==> src/rtl/mem_port_arbiter_if.sv <==
// Bus bundle between the processor's fetch/data ports, the arbiter and the shared memory.
// The slave modport is the arbiter's view; master is the surrounding core/memory side.
interface mem_port_arbiter_if #(
    parameter int ADDR_WIDTH = 16,
    parameter int DATA_WIDTH = 16
);
    logic                  imem_req_i;
    logic [ADDR_WIDTH-1:0] imem_addr_i;
    logic [DATA_WIDTH-1:0] imem_rdata_o;
    logic                  imem_ack_o;
    logic                  dmem_req_i;
    logic                  dmem_we_i;
    logic [ADDR_WIDTH-1:0] dmem_addr_i;
    logic [DATA_WIDTH-1:0] dmem_wdata_i;
    logic [DATA_WIDTH-1:0] dmem_rdata_o;
    logic                  dmem_ack_o;
    logic                  mem_req_o;
    logic                  mem_we_o;
    logic [ADDR_WIDTH-1:0] mem_addr_o;
    logic [DATA_WIDTH-1:0] mem_wdata_o;
    logic [DATA_WIDTH-1:0] mem_rdata_i;
    logic                  mem_ack_i;
    logic                  err_o;
    logic                  busy_o;

    modport slave (
        input  imem_req_i, imem_addr_i, dmem_req_i, dmem_we_i, dmem_addr_i, dmem_wdata_i,
        input  mem_rdata_i, mem_ack_i,
        output imem_rdata_o, imem_ack_o, dmem_rdata_o, dmem_ack_o,
        output mem_req_o, mem_we_o, mem_addr_o, mem_wdata_o, err_o, busy_o
    );

    modport master (
        output imem_req_i, imem_addr_i, dmem_req_i, dmem_we_i, dmem_addr_i, dmem_wdata_i,
        output mem_rdata_i, mem_ack_i,
        input  imem_rdata_o, imem_ack_o, dmem_rdata_o, dmem_ack_o,
        input  mem_req_o, mem_we_o, mem_addr_o, mem_wdata_o, err_o, busy_o
    );
endinterface

==> src/rtl/mem_port_arbiter.sv <==
// Round-robin arbiter sharing one single-port memory between fetch and data ports,
// with a registered req/ack handshake and a wait-state timeout that returns an error.
module mem_port_arbiter #(
    parameter int ADDR_WIDTH     = 16,
    parameter int DATA_WIDTH     = 16,
    parameter int TIMEOUT_CYCLES = 16
) (
    input  logic               clk_i,
    input  logic               rst_ni,
    mem_port_arbiter_if.slave  bus
);
    typedef enum logic [1:0] {IDLE, GNT_I, GNT_D, RESP} state_t;

    localparam int CNT_W = (TIMEOUT_CYCLES > 0) ? $clog2(TIMEOUT_CYCLES + 1) : 1;
    localparam logic [CNT_W-1:0] CNT_LIMIT = CNT_W'((TIMEOUT_CYCLES > 0) ? TIMEOUT_CYCLES - 1 : 0);
    localparam logic [CNT_W-1:0] CNT_MAX   = {CNT_W{1'b1}};
    localparam logic GRANT_INSTR = 1'b0;
    localparam logic GRANT_DATA  = 1'b1;

    state_t                state_reg, state_next;
    logic                  last_grant_reg, last_grant_next;
    logic [CNT_W-1:0]      cnt_reg, cnt_next;
    logic [ADDR_WIDTH-1:0] addr_reg, addr_next;
    logic                  we_reg, we_next;
    logic [DATA_WIDTH-1:0] wdata_reg, wdata_next;
    logic [DATA_WIDTH-1:0] irdata_reg, irdata_next;
    logic [DATA_WIDTH-1:0] drdata_reg, drdata_next;
    logic                  err_reg, err_next;
    logic                  pick_data;

    always_ff @(posedge clk_i) begin
        if (!rst_ni) begin
            state_reg      <= IDLE;
            last_grant_reg <= GRANT_INSTR;
            cnt_reg        <= '0;
            addr_reg       <= '0;
            we_reg         <= 1'b0;
            wdata_reg      <= '0;
            irdata_reg     <= '0;
            drdata_reg     <= '0;
            err_reg        <= 1'b0;
        end else begin
            state_reg      <= state_next;
            last_grant_reg <= last_grant_next;
            cnt_reg        <= cnt_next;
            addr_reg       <= addr_next;
            we_reg         <= we_next;
            wdata_reg      <= wdata_next;
            irdata_reg     <= irdata_next;
            drdata_reg     <= drdata_next;
            err_reg        <= err_next;
        end
    end

    always_comb begin
        state_next      = state_reg;
        last_grant_next = last_grant_reg;
        cnt_next        = cnt_reg;
        addr_next       = addr_reg;
        we_next         = we_reg;
        wdata_next      = wdata_reg;
        irdata_next     = irdata_reg;
        drdata_next     = drdata_reg;
        err_next        = err_reg;
        // Data wins a tie whenever fetch held the previous grant.
        pick_data       = bus.dmem_req_i && (!bus.imem_req_i || last_grant_reg == GRANT_INSTR);
        case (state_reg)
            IDLE: begin
                if (bus.imem_req_i || bus.dmem_req_i) begin
                    cnt_next = '0;
                    err_next = 1'b0;
                    if (pick_data) begin
                        state_next      = GNT_D;
                        last_grant_next = GRANT_DATA;
                        addr_next       = bus.dmem_addr_i;
                        we_next         = bus.dmem_we_i;
                        wdata_next      = bus.dmem_wdata_i;
                    end else begin
                        state_next      = GNT_I;
                        last_grant_next = GRANT_INSTR;
                        addr_next       = bus.imem_addr_i;
                        we_next         = 1'b0;
                    end
                end
            end
            GNT_I, GNT_D: begin
                if (bus.mem_ack_i) begin
                    state_next = RESP;
                    err_next   = 1'b0;
                    if (state_reg == GNT_I) irdata_next = bus.mem_rdata_i;
                    else                    drdata_next = bus.mem_rdata_i;
                end else if (TIMEOUT_CYCLES != 0 && cnt_reg == CNT_LIMIT) begin
                    state_next = RESP;
                    err_next   = 1'b1;
                    if (state_reg == GNT_I) irdata_next = '0;
                    else                    drdata_next = '0;
                end else if (cnt_reg != CNT_MAX) begin
                    cnt_next = cnt_reg + CNT_W'(1);
                end
            end
            RESP: begin
                state_next = IDLE;
                err_next   = 1'b0;
            end
            default: state_next = IDLE;
        endcase
    end

    // Every output is a register or a decode of registered state.
    assign bus.mem_req_o    = (state_reg == GNT_I) || (state_reg == GNT_D);
    assign bus.mem_we_o     = we_reg;
    assign bus.mem_addr_o   = addr_reg;
    assign bus.mem_wdata_o  = wdata_reg;
    assign bus.imem_ack_o   = (state_reg == RESP) && (last_grant_reg == GRANT_INSTR);
    assign bus.dmem_ack_o   = (state_reg == RESP) && (last_grant_reg == GRANT_DATA);
    assign bus.imem_rdata_o = irdata_reg;
    assign bus.dmem_rdata_o = drdata_reg;
    assign bus.err_o        = err_reg;
    assign bus.busy_o       = (state_reg != IDLE);
endmodule

==> src/flat_wrapper.sv <==
// flat-port wrapper written by rule: the top's interface ports become plain ports
module mem_port_arbiter_flat 
#(
    parameter int ADDR_WIDTH     = 16,
    parameter int DATA_WIDTH     = 16,
    parameter int TIMEOUT_CYCLES = 16
)
  (clk_i, rst_ni, bus_imem_req_i, bus_imem_addr_i, bus_dmem_req_i, bus_dmem_we_i, bus_dmem_addr_i, bus_dmem_wdata_i, bus_mem_rdata_i, bus_mem_ack_i, bus_imem_rdata_o, bus_imem_ack_o, bus_dmem_rdata_o, bus_dmem_ack_o, bus_mem_req_o, bus_mem_we_o, bus_mem_addr_o, bus_mem_wdata_o, bus_err_o, bus_busy_o);
  mem_port_arbiter_if #(.ADDR_WIDTH(ADDR_WIDTH), .DATA_WIDTH(DATA_WIDTH)) bus_i ();
  input  logic clk_i;
  input  logic rst_ni;
  input wire logic [$bits(bus_i.imem_req_i)-1:0] bus_imem_req_i;
  input wire logic [$bits(bus_i.imem_addr_i)-1:0] bus_imem_addr_i;
  input wire logic [$bits(bus_i.dmem_req_i)-1:0] bus_dmem_req_i;
  input wire logic [$bits(bus_i.dmem_we_i)-1:0] bus_dmem_we_i;
  input wire logic [$bits(bus_i.dmem_addr_i)-1:0] bus_dmem_addr_i;
  input wire logic [$bits(bus_i.dmem_wdata_i)-1:0] bus_dmem_wdata_i;
  input wire logic [$bits(bus_i.mem_rdata_i)-1:0] bus_mem_rdata_i;
  input wire logic [$bits(bus_i.mem_ack_i)-1:0] bus_mem_ack_i;
  output wire logic [$bits(bus_i.imem_rdata_o)-1:0] bus_imem_rdata_o;
  output wire logic [$bits(bus_i.imem_ack_o)-1:0] bus_imem_ack_o;
  output wire logic [$bits(bus_i.dmem_rdata_o)-1:0] bus_dmem_rdata_o;
  output wire logic [$bits(bus_i.dmem_ack_o)-1:0] bus_dmem_ack_o;
  output wire logic [$bits(bus_i.mem_req_o)-1:0] bus_mem_req_o;
  output wire logic [$bits(bus_i.mem_we_o)-1:0] bus_mem_we_o;
  output wire logic [$bits(bus_i.mem_addr_o)-1:0] bus_mem_addr_o;
  output wire logic [$bits(bus_i.mem_wdata_o)-1:0] bus_mem_wdata_o;
  output wire logic [$bits(bus_i.err_o)-1:0] bus_err_o;
  output wire logic [$bits(bus_i.busy_o)-1:0] bus_busy_o;
  assign bus_i.imem_req_i = bus_imem_req_i;
  assign bus_i.imem_addr_i = bus_imem_addr_i;
  assign bus_i.dmem_req_i = bus_dmem_req_i;
  assign bus_i.dmem_we_i = bus_dmem_we_i;
  assign bus_i.dmem_addr_i = bus_dmem_addr_i;
  assign bus_i.dmem_wdata_i = bus_dmem_wdata_i;
  assign bus_i.mem_rdata_i = bus_mem_rdata_i;
  assign bus_i.mem_ack_i = bus_mem_ack_i;
  assign bus_imem_rdata_o = bus_i.imem_rdata_o;
  assign bus_imem_ack_o = bus_i.imem_ack_o;
  assign bus_dmem_rdata_o = bus_i.dmem_rdata_o;
  assign bus_dmem_ack_o = bus_i.dmem_ack_o;
  assign bus_mem_req_o = bus_i.mem_req_o;
  assign bus_mem_we_o = bus_i.mem_we_o;
  assign bus_mem_addr_o = bus_i.mem_addr_o;
  assign bus_mem_wdata_o = bus_i.mem_wdata_o;
  assign bus_err_o = bus_i.err_o;
  assign bus_busy_o = bus_i.busy_o;
  mem_port_arbiter #(.ADDR_WIDTH(ADDR_WIDTH), .DATA_WIDTH(DATA_WIDTH), .TIMEOUT_CYCLES(TIMEOUT_CYCLES)) u_core (.clk_i(clk_i), .rst_ni(rst_ni), .bus(bus_i));
endmodule
==> config.mk <==
export PLATFORM = sky130hd
export DESIGN_NAME = mem_port_arbiter_flat
export DESIGN_NICKNAME = d
export VERILOG_FILES = /design/src/rtl/mem_port_arbiter_if.sv /design/src/rtl/mem_port_arbiter.sv /design/src/flat_wrapper.sv
export SDC_FILE = /design/constraint.sdc
export NUM_CORES = 1
export LEC_CHECK = 0
export BUFFER_PORTS_ARGS = -buffer_cell sky130_fd_sc_hd__buf_2
export CAP_MARGIN = 10
export CORE_MARGIN = 3
export CORE_UTILIZATION = 47
export DETAILED_ROUTE_END_ITERATION = 16
export GPL_TIMING_DRIVEN = 0
export PLACE_DENSITY = 0.8
export SKIP_LAST_GASP = 1
export SYNTH_ARGS = -nofsm -noshare
export SYNTH_HDL_FRONTEND = slang
export SYNTH_SLANG_ARGS = --single-unit
==> constraint.sdc <==
create_clock -name clk_i -period 2.9 [get_ports clk_i]
set_input_delay 0.435 -clock clk_i [delete_from_list [all_inputs] [get_ports clk_i]]
set_output_delay 0.435 -clock clk_i [all_outputs]
set_load 0.005 [all_outputs]
After elaboration in Yosys (flattened, before gate mapping)
Cells that the tools add are included.
Storage, ports and cells
  word-level logic and storage cells: 65
  output and inout port bits: 70
  bits of input ports: 70
  register bits after elaboration: 74
Cells by class
  reductions and logical operators: 18
  bitwise operators: 2
  add/subtract/negate cells: 1
  equal/unequal tests: 10
  muxes and demuxes: 25
Operator list (number)
  $mux 16: 9
  $mux 5: 4
  $pmux 5 s2: 1
  $reduce_and 3->1: 3
  $mux 2: 4
  $pmux 2 s3: 1
  $reduce_bool 2->1: 3
  $add 5x1->5 const B: 1
  $eq 5x4->1 const B: 1
  $mux 1: 5
  $ne 5x5->1 const B: 1
  $reduce_and 5->1: 1
  $eq 2x2->1 const B: 2
  $ne 2x1->1 const B: 2
  $ne 2x2->1 const B: 2
  $reduce_and 2->1: 2
  $logic_and 1x1->1: 3
  $logic_or 1x1->1: 3
  $ne 3x2->1 const B: 1
  $pmux 1 s3: 1
  $eq 2x1->1 const B: 1
  $logic_not 2->1: 1
  $not 1->1: 2
  $reduce_or 2->1: 1
  $logic_not 1->1: 1

Logic depth before layout (Yosys ltp)
Gate-level depths: netlist of the first run.
  word-level depth: 6
  gate-level depth with buffers: 7
  gate-level depth less buffers: 6

Worst setup path after synthesis of the first run
OpenSTA, ideal clock, no wires.
  path type: register to register
  start point: reg u_core.cnt_reg[0]
  end point: reg u_core.cnt_reg[2]
  period minus slack after synthesis: 2.064 ns
  cell stages (with the launch flop): 7
  arrival time: 1.976 ns
  required time: 2.812 ns
  slack: 0.836 ns
  buffers on the path: 0
  cell sequence: dfxtp_1 > ha_1 > and3_1 > ha_1 > or4b_4 > or3_4 > o32ai_2
On the way
  word-level cells in the longest chain between the ends: 5
  elaborated cells on any way between the ends: 10
  those cells by class: 1 x add/sub; 4 x eq/ne; 4 x mux; 1 x reduce/logical
Ends and longest elaborated chain
  from (decl): RTL line mem_port_arbiter.sv:22  | logic [CNT_W-1:0] cnt_reg, cnt_next;
  from (signal assigned): RTL line mem_port_arbiter.sv:45  | cnt_reg <= cnt_next;
  $add 5x1->5: RTL line mem_port_arbiter.sv:98  | cnt_next = cnt_reg + CNT_W'(1);
  $mux 5: RTL line mem_port_arbiter.sv:97  | end else if (cnt_reg != CNT_MAX) begin
  $mux 5: RTL line mem_port_arbiter.sv:92  | end else if (TIMEOUT_CYCLES != 0 && cnt_reg == CNT_LIMIT) begin
  $mux 5: RTL line mem_port_arbiter.sv:87  | if (bus.mem_ack_i) begin
  $pmux 5 s2: RTL line mem_port_arbiter.sv:67  | case (state_reg)
Parallel ways exist; a longest one is shown, timed or not. The select of a mux whose other input is x is not followed.
A chain may end at the register's enable or synchronous reset.

Final worst setup path of the first run
  start point: reg u_core.cnt_reg[0]
  end point: reg u_core.drdata_reg[12] (netlist: u_core.bus.dmem_rdata_o[12])
On the way
  word-level cells in the longest chain between the ends: 3
Ends and longest elaborated chain
  $eq 5x4->1: RTL line mem_port_arbiter.sv:92
  $reduce_bool 2->1 (no line)
  $reduce_and 3->1 (no line)
  to (signal assigned): RTL line mem_port_arbiter.sv:50  | drdata_reg <= drdata_next;
  to (decl): RTL line mem_port_arbiter.sv:27  | logic [DATA_WIDTH-1:0] drdata_reg, drdata_next;
Every way passes these cells.

==> results of run 1 <==
through the flow:
stage / utilization / area (um^2) / cells / hold WS [ns] / setup WS (ns)
2_1_floorplan: - / 3120 / 372 / 0.453 / 0.836
3_3_place_gp: 0.613 / 3910 / 588 / 0.439 / 0.661
3_5_place_dp: 0.613 / 3910 / 588 / 0.446 / 0.638
4_1_cts: 0.644 / 4120 / 603 / 0.328 / 0.582
5_1_grt: 0.644 / 4120 / 603 / 0.344 / 0.334
6_report: 0.644 / 4120 / 603 / 0.335 / 0.538
where the power goes:
| part | total [W] | internal [W] | switching, W |
|---|---|---|---|
| Clock | 0.000818 | 0.000440 | 0.000378 |
| Combinational | 0.00142 | 0.000567 | 0.000851 |
| Sequential | 0.00133 | 0.00122 | 0.000110 |
cell usage in the layout, fill, tap and decap left out, types with 8 or more instances in the layout:
master | synthesis | final
a31oi_1 | 18 | 18
nand3_1 | 33 | 33
o21ai_0 | 52 | 52
dfxtp_1 | 74 | 74
inv_1 | 8 | 8
clkbuf_8 | 0 | 11
nand4b_1 | 16 | 16
buf_2 | 2 | 141
a21oi_1 | 50 | 50
nand2_1 | 49 | 49
clkbuf_1 | 26 | 26
worst reg2reg max path, stage by stage, from the launching register on:
cell and delay (ns):
dfxtp_1 0.34, ha_1 0.22, and3_1 0.21, ha_1 0.26, o21ai_0 0.57, clkbuf_1 0.36, o21ai_0 0.16, a21oi_1 0.18
worst max-delay path by stage:
stage / startpoint / end / slack, ns / depth (start not counted)
after CTS: u_core.cnt_reg[0]$_SDFFE_PN0P_ / u_core.bus.dmem_rdata_o[12]$_SDFFE_PN0P_ / 0.58 / 7
after floorplan: u_core.cnt_reg[0]$_SDFFE_PN0P_ / u_core.cnt_reg[2]$_SDFFE_PN0P_ / 0.84 / 6
after global routing: u_core.cnt_reg[0]$_SDFFE_PN0P_ / u_core.bus.dmem_rdata_o[9]$_SDFFE_PN0P_ / 0.33 / 7
after detailed placement: u_core.cnt_reg[0]$_SDFFE_PN0P_ / u_core.bus.dmem_rdata_o[7]$_SDFFE_PN0P_ / 0.64 / 7
final: u_core.cnt_reg[0]$_SDFFE_PN0P_ / u_core.bus.dmem_rdata_o[12]$_SDFFE_PN0P_ / 0.54 / 7
after global placement: u_core.cnt_reg[0]$_SDFFE_PN0P_ / u_core.bus.dmem_rdata_o[6]$_SDFFE_PN0P_ / 0.66 / 7
final cells by class:
type / instances / area [um^2]
fill: 566 / 2270
inverter: 9 / 33.8
tap: 77 / 96.3
buffer: 32 / 126
multi-input combinational: 257 / 1480
clock inverter: 4 / 51.3
sequential: 74 / 1480
clock buffer: 11 / 151
timing repair buffer: 139 / 696
metal layers:
layer | up-vias | GRT usage | part of all wire
li1 | 1637 | - | -
met1 | 1529 | 0.290 | 0.41
met3 | 18 | 0.0643 | 0.10
met4 | 0 | 0.0851 | 0.016
met2 | 165 | 0.389 | 0.47
met5 | - | 0 | 0
kinds of logic after synthesis:
group,count (synthesis)
buffers and inverters,41
AOI/OAI and AO/OA,135
DFF,74
adders and majority gates,7
and+or+nand+nor,113
muxes,2
==> results.py, run 1 <==
metrics = {
    "floorplan": {
        "die_w_um": 87.5,
        "dieArea_um2": 7650,
        "die_h_um": 87.5,
        "initial_utilization": 0.489,
        "num_rows": 29,
        "coreArea_um2": 6390,
        "io_pins": 140,
    },
    "worst_setup_path": {
        "arrival_ns": 2.63,
        "ff2ff_path_depth": 7,
        "crit_required_ns": 3.17,
        "critical-path-top-delay-family": "compound AO/OA/AOI/OAI gates",
        "r2r-end": "u_core.bus.dmem_rdata_o[12]$_SDFFE_PN0P_",
        "r2r_start": "u_core.cnt_reg[0]$_SDFFE_PN0P_",
        "cp-end-kind": "register",
        "critPathKind": "reg -> reg",
        "regToRegSetupSlack_ns": 0.54,
        "cpMaxStageDelayCell": "o21ai_0",
        "path_cells": "ha_1, and3_1, ha_1, o21ai_0, clkbuf_1, o21ai_0, a21oi_1",
        "critPathLaunchType": "register",
        "crit_fanout": 10,
        "max_stage_delay_ns": 0.57,
        "crit_buf_inv": 1,
    },
    "worst_hold_path": {
        "worstHoldStart": "bus_dmem_wdata_i[12]",
        "hold_path_depth": 3,
        "hold_end": "u_core.bus.mem_wdata_o[12]$_SDFFE_PN0P_",
        "min-delay-path-class": "in -> reg",
    },
    "detailed_routing": {
        "wl_per_cell_um": 15.1,
        "dr.pass1.iters": 4,
        "drc": 0,
        "drt-total-wl_um": 9110,
        "drt_iter0_markers": 135,
        "dr_total_vias": 3349,
        "vias_per_cell": 5.55,
        "postRouteAntennaNets": 0,
    },
    "cts": {
        "clockBufferDepth": 2,
        "cts_setup_buffers": 0,
        "ctsResizeCount": 0,
        "root_buffer": "clkbuf_8",
        "cts_tree": "built",
        "numClockSinks": 74,
        "clkTransAtPathRegs_ns": 0.08,
        "h-tree-depth": 3,
        "ctsHoldBuffers": 0,
        "clkLatencyLatePin_ns": 0.34,
        "cts_buffers": 9,
    },
    "sta": {
        "finalSetupTns_ns": 0,
        "tightest_slew_ns": 0.673,
        "period_share": 0.815,
        "period_minus_slack_ns": 2.36,
        "maxSlewViolCount": 0,
        "rsz0062_at_grt": "false",
        "max-slew-margin-rel": 0.546,
        "max_freq_mhz": 423,
        "hold_violations": 0,
        "setup_viol": 0,
        "skew_ns": 0.00923,
    },
    "synthesis": {
        "syn-mean-instance-area_um2": 8.39,
        "yosys_warnings": 0,
        "synth_top_area_cell": "dfxtp_1",
        "synth.area.top_cells": "dfxtp_1 (47%), o21ai_0 (8.3%), a21oi_1 (8.0%), nand2_1 (5.9%), nand3_1 (5.3%)",
        "ys_dominant_reg_cell": "dfxtp_1",
        "syn_inst": 372,
        "synth-edff-count": 0,
        "synth-compound-area-share": 0.246,
        "synth_common_cells": "dfxtp_1 (74), o21ai_0 (52), a21oi_1 (50)",
        "synthArstFlopShare": 0,
        "synth_cell_types": 41,
        "yosysSeqAreaShare": 0.475,
        "syn_area_um2": 3120,
        "ys_ff_latch": 74,
        "synth_fa_ha_area_frac": 0.0281,
        "synth_xor_xnor_area_share": 0,
        "synthMostInstantiatedCell": "dfxtp_1",
        "synth.area.mux_share": 0.00682,
        "syn-num-nets": 449,
        "yosys.area_share.simple": 0.193,
        "synth_top_family_by_area": "compound AO/OA/AOI/OAI gates",
        "synth_top_area_share": 0.475,
    },
    "global_routing": {
        "grt_remaining_overflow": 0,
        "grt_max_degree": 13,
        "track_usage": 0.234,
        "grt_pass1_wl_um": 14400,
        "grt_pass1_vias": 3151,
        "antenna_found_initial": 0,
    },
    "placed_design": {
        "dp_hpwl_um": 6800,
        "port-buffer-count": 139,
        "place_congestion": 0.795,
    },
    "final_layout": {
        "syn_to_final_growth_pct": 31.9,
        "nNetsFinal": 599,
        "drive_gt1_frac": 0.314,
        "antenna_cells": 0,
    },
    "pwr": {
        "finalPower_w": 0.00357,
        "p_per_area_nw_per_um2": 867,
        "vdd_drop_max_mv": 0.521,
        "p_leak_nw": 1.82,
    },
    "flow_run": {
        "cap_violations": 0,
    },
    "status": {
        "status": "completed",
    },
}
(Power assumes the default switching activity.)
==> run 2: changes to the inputs <==
--- a/config.mk
+++ b/config.mk
@@ -5,13 +5,14 @@
 export SDC_FILE = /design/constraint.sdc
 export NUM_CORES = 1
 export LEC_CHECK = 0
+export ABC_AREA = 1
 export BUFFER_PORTS_ARGS = -buffer_cell sky130_fd_sc_hd__buf_2
 export CAP_MARGIN = 10
 export CORE_MARGIN = 3
 export CORE_UTILIZATION = 47
 export DETAILED_ROUTE_END_ITERATION = 16
 export GPL_TIMING_DRIVEN = 0
-export PLACE_DENSITY = 0.8
+export PLACE_DENSITY = 0.79
 export SKIP_LAST_GASP = 1
 export SYNTH_ARGS = -nofsm -noshare
 export SYNTH_HDL_FRONTEND = slang
==> constraint.sdc (replaced) <==
create_clock -name clk_i -period 2.3 [get_ports clk_i]
set_input_delay 0.345 -clock clk_i [delete_from_list [all_inputs] [get_ports clk_i]]
set_output_delay 0.345 -clock clk_i [all_outputs]
set_load 0.005 [all_outputs]
==> run 2 against run 1 <==
Final cell count grew 16%. Non-clock buffer count shrank 9. Design area grew 3.5%. Die area grew 4.6%. Power grew 25%. Register-to-register slack lost 0.27 ns. Fmax grew 16%. Routed wire length shrank 6.7%. Combinational power grew 24%. Largest power group unchanged.
==> results.py, run 2 <==
metrics = {
    "sta": {
        "tightest_slew_ns": 0.512,
        "maxSlewViolCount": 0,
        "skew_ns": 0.00846,
        "finalSetupTns_ns": 0,
        "setup_viol": 0,
        "max-slew-margin-rel": 0.659,
        "hold_slack_ns": 0.216,
        "rsz0062_at_grt": "false",
        "max_freq_mhz": 492,
        "hold_violations": 0,
        "period_share": 0.883,
        "period_minus_slack_ns": 2.03,
    },
    "synthesis": {
        "synth_cell_types": 21,
        "synth-edff-count": 0,
        "syn_inst": 469,
        "syn_area_um2": 3270,
        "synth.area.top_cells": "dfxtp_1 (45%), nand2_1 (18%), a21oi_1 (8.9%), nand3_1 (5.8%), nor2_1 (4.8%)",
        "syn-num-nets": 546,
        "ys_dominant_reg_cell": "dfxtp_1",
        "synth_top_area_cell": "dfxtp_1",
        "yosysSeqAreaShare": 0.453,
        "yosys_warnings": 0,
        "syn-mean-instance-area_um2": 6.98,
        "synth_common_cells": "nand2_1 (158), dfxtp_1 (74), a21oi_1 (58)",
        "synthMostInstantiatedCell": "nand2_1",
        "ys_ff_latch": 74,
        "synthArstFlopShare": 0,
        "synth_top_area_share": 0.453,
    },
    "worst_setup_path": {
        "crit_required_ns": 2.51,
        "critPathLaunchType": "register",
        "cpMaxStageDelayCell": "dfxtp_1",
        "critPathKind": "reg -> reg",
        "path_cells": "ha_1, nand2_1, nor2_1, ha_1, inv_1, a21oi_4, nand2_4, buf_2, nand2_1, a21oi_1",
        "arrival_ns": 2.24,
        "cp-end-kind": "register",
        "crit_fanout": 10,
        "max_stage_delay_ns": 0.38,
    },
    "cts": {
        "clkLatencyLatePin_ns": 0.34,
        "root_buffer": "clkbuf_8",
        "clkTransAtPathRegs_ns": 0.08,
        "ctsResizeCount": 0,
        "ctsHoldBuffers": 0,
        "cts_setup_buffers": 0,
        "h-tree-depth": 3,
        "cts_tree": "built",
        "clockBufferDepth": 2,
        "cts_buffers": 9,
        "numClockSinks": 74,
    },
    "pwr": {
        "p_sw_frac": 0.390,
        "internal_power_w": 0.00272,
        "pwr-share-comb": 0.394,
        "clock_power_share": 0.231,
        "vdd_drop_max_mv": 0.650,
        "p_leak_nw": 2.22,
        "sequentialPowerShare": 0.375,
        "power_switching_w": 0.00174,
        "p_per_area_nw_per_um2": 1050,
    },
    "floorplan": {
        "io_pins": 140,
        "num_rows": 29,
        "die_h_um": 89.5,
        "initial_utilization": 0.501,
        "dieArea_um2": 8000,
        "coreArea_um2": 6530,
        "die_w_um": 89.5,
    },
    "placed_design": {
        "port-buffer-count": 137,
        "dp_hpwl_um": 6460,
        "place_congestion": 0.816,
    },
    "global_routing": {
        "antenna_found_initial": 0,
        "grt_pass1_vias": 3027,
        "grt.busiest_layer": "met2",
        "grt_remaining_overflow": 0,
        "grt.met3_usage": 0.0765,
        "grt_pass1_wl_um": 13300,
        "grt_max_degree": 14,
        "use_met1": 0.251,
        "track_usage": 0.212,
        "grt_use_met2": 0.357,
    },
    "final_layout": {
        "nNetsFinal": 694,
        "antenna_cells": 0,
        "final_common_cell": "nand2_1",
        "syn_to_final_growth_pct": 30.1,
        "final_cell_mix": "nand2_1 (158), buf_2 (146), dfxtp_1 (74)",
        "drive_gt1_frac": 0.293,
        "nFillCells": 598,
    },
    "detailed_routing": {
        "postRouteAntennaNets": 0,
        "drc": 0,
        "vias_per_cell": 4.83,
        "drt-total-wl_um": 8500,
        "dr_total_vias": 3379,
        "drt_iter0_markers": 118,
        "dr.pass1.iters": 4,
        "wl_per_cell_um": 12.2,
    },
    "status": {
        "status": "completed",
    },
    "worst_hold_path": {
        "min-delay-path-class": "in -> reg",
    },
    "flow_run": {
        "cap_violations": 0,
    },
}
run 2: changes by cell type in the layout (fill, tap and decap cells not counted), moves of 6 or more:
cell	previous run	this run
nand2_1	49	158
nor2_1	3	42
o21ai_0	52	20
inv_1	8	32
a31oi_1	18	0
clkbuf_1	26	8
nand4b_1	16	0
a21oi_1	50	58
inv_2	0	6
run 2: cell families after synthesis:
kind of cell / after synthesis / synth area share
AO/OA/AOI/OAI: 81 / 0.130
adder cells (fa/ha/maj): 7 / 0.0268
buffers and inverters: 65 / 0.0914
flip-flops: 74 / 0.453
AND/OR/NAND/NOR: 242 / 0.300
run 2: power by group through the flow:
stage | Clock, W | Sequential, W | Combinational, W
after global placement | 0 | 0.00168 | 0.00172
after floorplan | 0 | 0.00170 | 0.00116
final | 0.00103 | 0.00167 | 0.00176
after CTS | 0.00105 | 0.00167 | 0.00177
after detailed placement | 0 | 0.00169 | 0.00176
after global routing | 0.00112 | 0.00170 | 0.00200
run 2: worst paths after layout:
check                                                              start                                        to  slack (ns)  depth (start not counted)
worst min-delay path                                 bus_dmem_wdata_i[0]    u_core.bus.mem_wdata_o[0]$_SDFFE_PN0P_        0.22                          3
worst min register to register  u_core.bus.dmem_rdata_o[13]$_SDFFE_PN0P_  u_core.bus.dmem_rdata_o[13]$_SDFFE_PN0P_        0.46                          2
worst max-delay path                      u_core.cnt_reg[0]$_SDFFE_PN0P_  u_core.bus.imem_rdata_o[10]$_SDFFE_PN0P_        0.27                         10
worst max register to register            u_core.cnt_reg[0]$_SDFFE_PN0P_  u_core.bus.imem_rdata_o[10]$_SDFFE_PN0P_        0.27                         10
run 2: worst max-delay path, delay by kind of cell, from the launching register on:
family	cells	cell delay [ns]
buffers and inverters	2	0.30
AOI/OAI and AO/OA	2	0.40
DFF	1	0.38
and+or+nand+nor	4	0.41
adders and majority gates	2	0.39
run 2: area by class of cell:
| cell class | instances | area (um^2) | area share |
|---|---|---|---|
| Buffer | 25 | 146 | 0.0344 |
| Clock buffer | 11 | 141 | 0.0332 |
| Clock inverter | 5 | 62.6 | 0.0147 |
| Inverter | 40 | 153 | 0.0358 |
| Multi-Input combinational cell | 330 | 1490 | 0.350 |
| Sequential cell | 74 | 1480 | 0.348 |
| Tap cell | 77 | 96.3 | 0.0226 |
| Timing Repair Buffer | 137 | 686 | 0.161 |
run 2: per-stage QoR:
stage | utilization | instance area, um^2 | std cells | setup slack [ns] | power [W]
floorplan | - | 3270 | 469 | 0.535 | 0.00286
detailed placement | 0.621 | 4060 | 683 | 0.290 | 0.00345
global placement | 0.621 | 4060 | 683 | 0.346 | 0.00341
finish | 0.652 | 4260 | 699 | 0.269 | 0.00446
global route | 0.652 | 4260 | 699 | 0.0627 | 0.00481
CTS | 0.652 | 4260 | 699 | 0.263 | 0.00449
run 2: routing by layer:
| metal | up-vias | wire [um] |
|---|---|---|
| li1 | 1778 | - |
| met1 | 1483 | 3700 |
| met2 | 111 | 3980 |
| met3 | 7 | 746 |
| met4 | 0 | 74 |
| met5 | - | 0 |
==> run 3: changes to the inputs <==
--- a/config.mk
+++ b/config.mk
@@ -5,14 +5,12 @@
 export SDC_FILE = /design/constraint.sdc
 export NUM_CORES = 1
 export LEC_CHECK = 0
-export ABC_AREA = 1
 export BUFFER_PORTS_ARGS = -buffer_cell sky130_fd_sc_hd__buf_2
-export CAP_MARGIN = 10
 export CORE_MARGIN = 3
 export CORE_UTILIZATION = 47
 export DETAILED_ROUTE_END_ITERATION = 16
 export GPL_TIMING_DRIVEN = 0
-export PLACE_DENSITY = 0.79
+export PLACE_DENSITY = 0.8
 export SKIP_LAST_GASP = 1
 export SYNTH_ARGS = -nofsm -noshare
 export SYNTH_HDL_FRONTEND = slang
==> run 3 against run 2 <==
Clock skew increased by 0.0017 ns. Worst setup slack got worse by 0.18 ns. Fmax decreased by 8.2%. Final cell count decreased by 13%. Register-to-register slack got worse by 0.18 ns. Largest power group unchanged. Critical path depth decreased by 4. Routed wire length increased by 7.1%. Sequential share of layout area increased by 1.0 points. Clock-buffer cell count unchanged. Combinational power increased by 2%. Sequential power about the same. Die area decreased by 4.4%.
==> results.py, run 3 (synthesis results as in run 1) <==
metrics = {
    "floorplan": {
        "coreArea_um2": 6390,
        "io_pins": 140,
        "dieArea_um2": 7650,
        "die_h_um": 87.5,
        "initial_utilization": 0.489,
        "die_w_um": 87.5,
        "num_rows": 29,
    },
    "worst_hold_path": {
        "worstHoldStart": "bus_dmem_wdata_i[12]",
        "hold_path_depth": 3,
        "hold_end": "u_core.bus.mem_wdata_o[12]$_SDFFE_PN0P_",
        "min-delay-path-class": "in -> reg",
    },
    "placed_design": {
        "dp_hpwl_um": 6800,
        "dp_cells": 588,
        "port-buffer-count": 139,
        "dpl_worst_slack_ns": 0.0384,
        "place_congestion": 0.795,
    },
    "flow_run": {
        "cap_violations": 0,
    },
    "detailed_routing": {
        "wl_per_cell_um": 15.0,
        "drt_iter0_markers": 142,
        "vias_per_cell": 5.51,
        "drc": 0,
        "drt-total-wl_um": 9100,
        "dr_total_vias": 3332,
        "dr.pass1.iters": 4,
        "postRouteAntennaNets": 0,
    },
    "worst_setup_path": {
        "regToRegSetupSlack_ns": 0.09,
        "critPathKind": "reg -> reg",
        "r2r_start": "u_core.cnt_reg[0]$_SDFFE_PN0P_",
        "crit_fanout": 7,
        "cp-end-kind": "register",
        "critPathLaunchType": "register",
        "arrival_ns": 2.48,
        "crit_required_ns": 2.57,
        "ff2ff_path_depth": 6,
        "r2r-end": "u_core.cnt_reg[2]$_SDFFE_PN0P_",
    },
    "global_routing": {
        "grt_remaining_overflow": 0,
        "track_usage": 0.234,
        "grt_pass1_vias": 3151,
        "antenna_found_initial": 0,
        "grt_pass1_wl_um": 14400,
        "grt_max_degree": 13,
    },
    "pwr": {
        "finalPower_w": 0.00453,
        "p_leak_nw": 1.83,
        "vdd_drop_max_mv": 0.661,
        "p_per_area_nw_per_um2": 1090,
    },
    "sta": {
        "tightest_slew_ns": 0.536,
        "max_freq_mhz": 452,
        "finalSetupTns_ns": 0,
        "period_minus_slack_ns": 2.21,
        "setup_viol": 0,
        "hold_violations": 0,
        "hold_slack_ns": 0.240,
        "period_share": 0.962,
        "max-slew-margin-rel": 0.641,
        "maxSlewViolCount": 0,
        "worst_slack_ns": 0.0868,
        "skew_ns": 0.0102,
    },
    "cts": {
        "cts_tree": "built",
        "clockBufferDepth": 2,
        "clkLatencyLatePin_ns": 0.35,
        "cts_buffers": 9,
        "h-tree-depth": 3,
        "clkTransAtPathRegs_ns": 0.08,
        "root_buffer": "clkbuf_8",
        "numClockSinks": 74,
    },
    "status": {
        "status": "completed",
    },
    "final_layout": {
        "final_cells": 605,
        "final_common_cell": "buf_2",
        "syn_to_final_growth_pct": 32.5,
        "nNetsFinal": 601,
        "final_cell_mix": "buf_2 (141), dfxtp_1 (74), o21ai_0 (51)",
        "drive_gt1_frac": 0.320,
        "antenna_cells": 0,
    },
}
[run 3: what timing repair did]
action,4_1_cts,5_1_grt
setup buffers,0,2
gates resized for setup,1,3
hold buffers,0,0
setup endpoints to repair,1,17
pin swaps,0,1
[run 3: cell type report]
cell class / instances / area [um^2]
Sequential cell: 74 / 1480
Multi-Input combinational cell: 257 / 1480
Clock inverter: 4 / 51.3
Tap cell: 77 / 96.3
Fill cell: 563 / 2250
Timing Repair Buffer: 141 / 711
Buffer: 32 / 128
Clock buffer: 11 / 151
Inverter: 9 / 33.8
[run 3: routing by layer]
layer	global-route usage	vias up	part of all wire
met3	0.0643	17	0.10
met4	0.0851	0	0.017
met1	0.290	1516	0.41
met5	0	-	0
li1	-	1645	-
met2	0.389	154	0.47
[run 3: how the worst max path moves through the flow]
stage | cells after the start | to | startpoint
3_3_place_gp | 7 | u_core.bus.dmem_rdata_o[6]$_SDFFE_PN0P_ | u_core.cnt_reg[0]$_SDFFE_PN0P_
5_1_grt | 6 | u_core.cnt_reg[2]$_SDFFE_PN0P_ | u_core.cnt_reg[0]$_SDFFE_PN0P_
6_report | 6 | u_core.cnt_reg[2]$_SDFFE_PN0P_ | u_core.cnt_reg[0]$_SDFFE_PN0P_
2_1_floorplan | 6 | u_core.cnt_reg[2]$_SDFFE_PN0P_ | u_core.cnt_reg[0]$_SDFFE_PN0P_
4_1_cts | 6 | u_core.cnt_reg[2]$_SDFFE_PN0P_ | u_core.cnt_reg[0]$_SDFFE_PN0P_
3_5_place_dp | 7 | u_core.bus.dmem_rdata_o[7]$_SDFFE_PN0P_ | u_core.cnt_reg[0]$_SDFFE_PN0P_
[run 3: worst max-delay path, stage by stage (launching register included)]
cell     delay, ns
dfxtp_1       0.34
ha_1          0.21
and3_1        0.21
ha_1          0.27
or4b_4        0.54
or3_4         0.37
o32ai_2       0.19
[run 3: power by group]
part	switching [W]	internal (W)	total (W)
clock network	0.000485	0.000555	0.00104
registers	0.000139	0.00154	0.00168
logic	0.00108	0.000729	0.00180
total	0.00170	0.00283	0.00453
[run 3: stage by stage]
stage	area, um^2	utilization
after CTS	4120	0.644
after detailed placement	3910	0.613
after global routing	4140	0.648
after floorplan	3120	-
final	4140	0.648
after global placement	3910	0.613
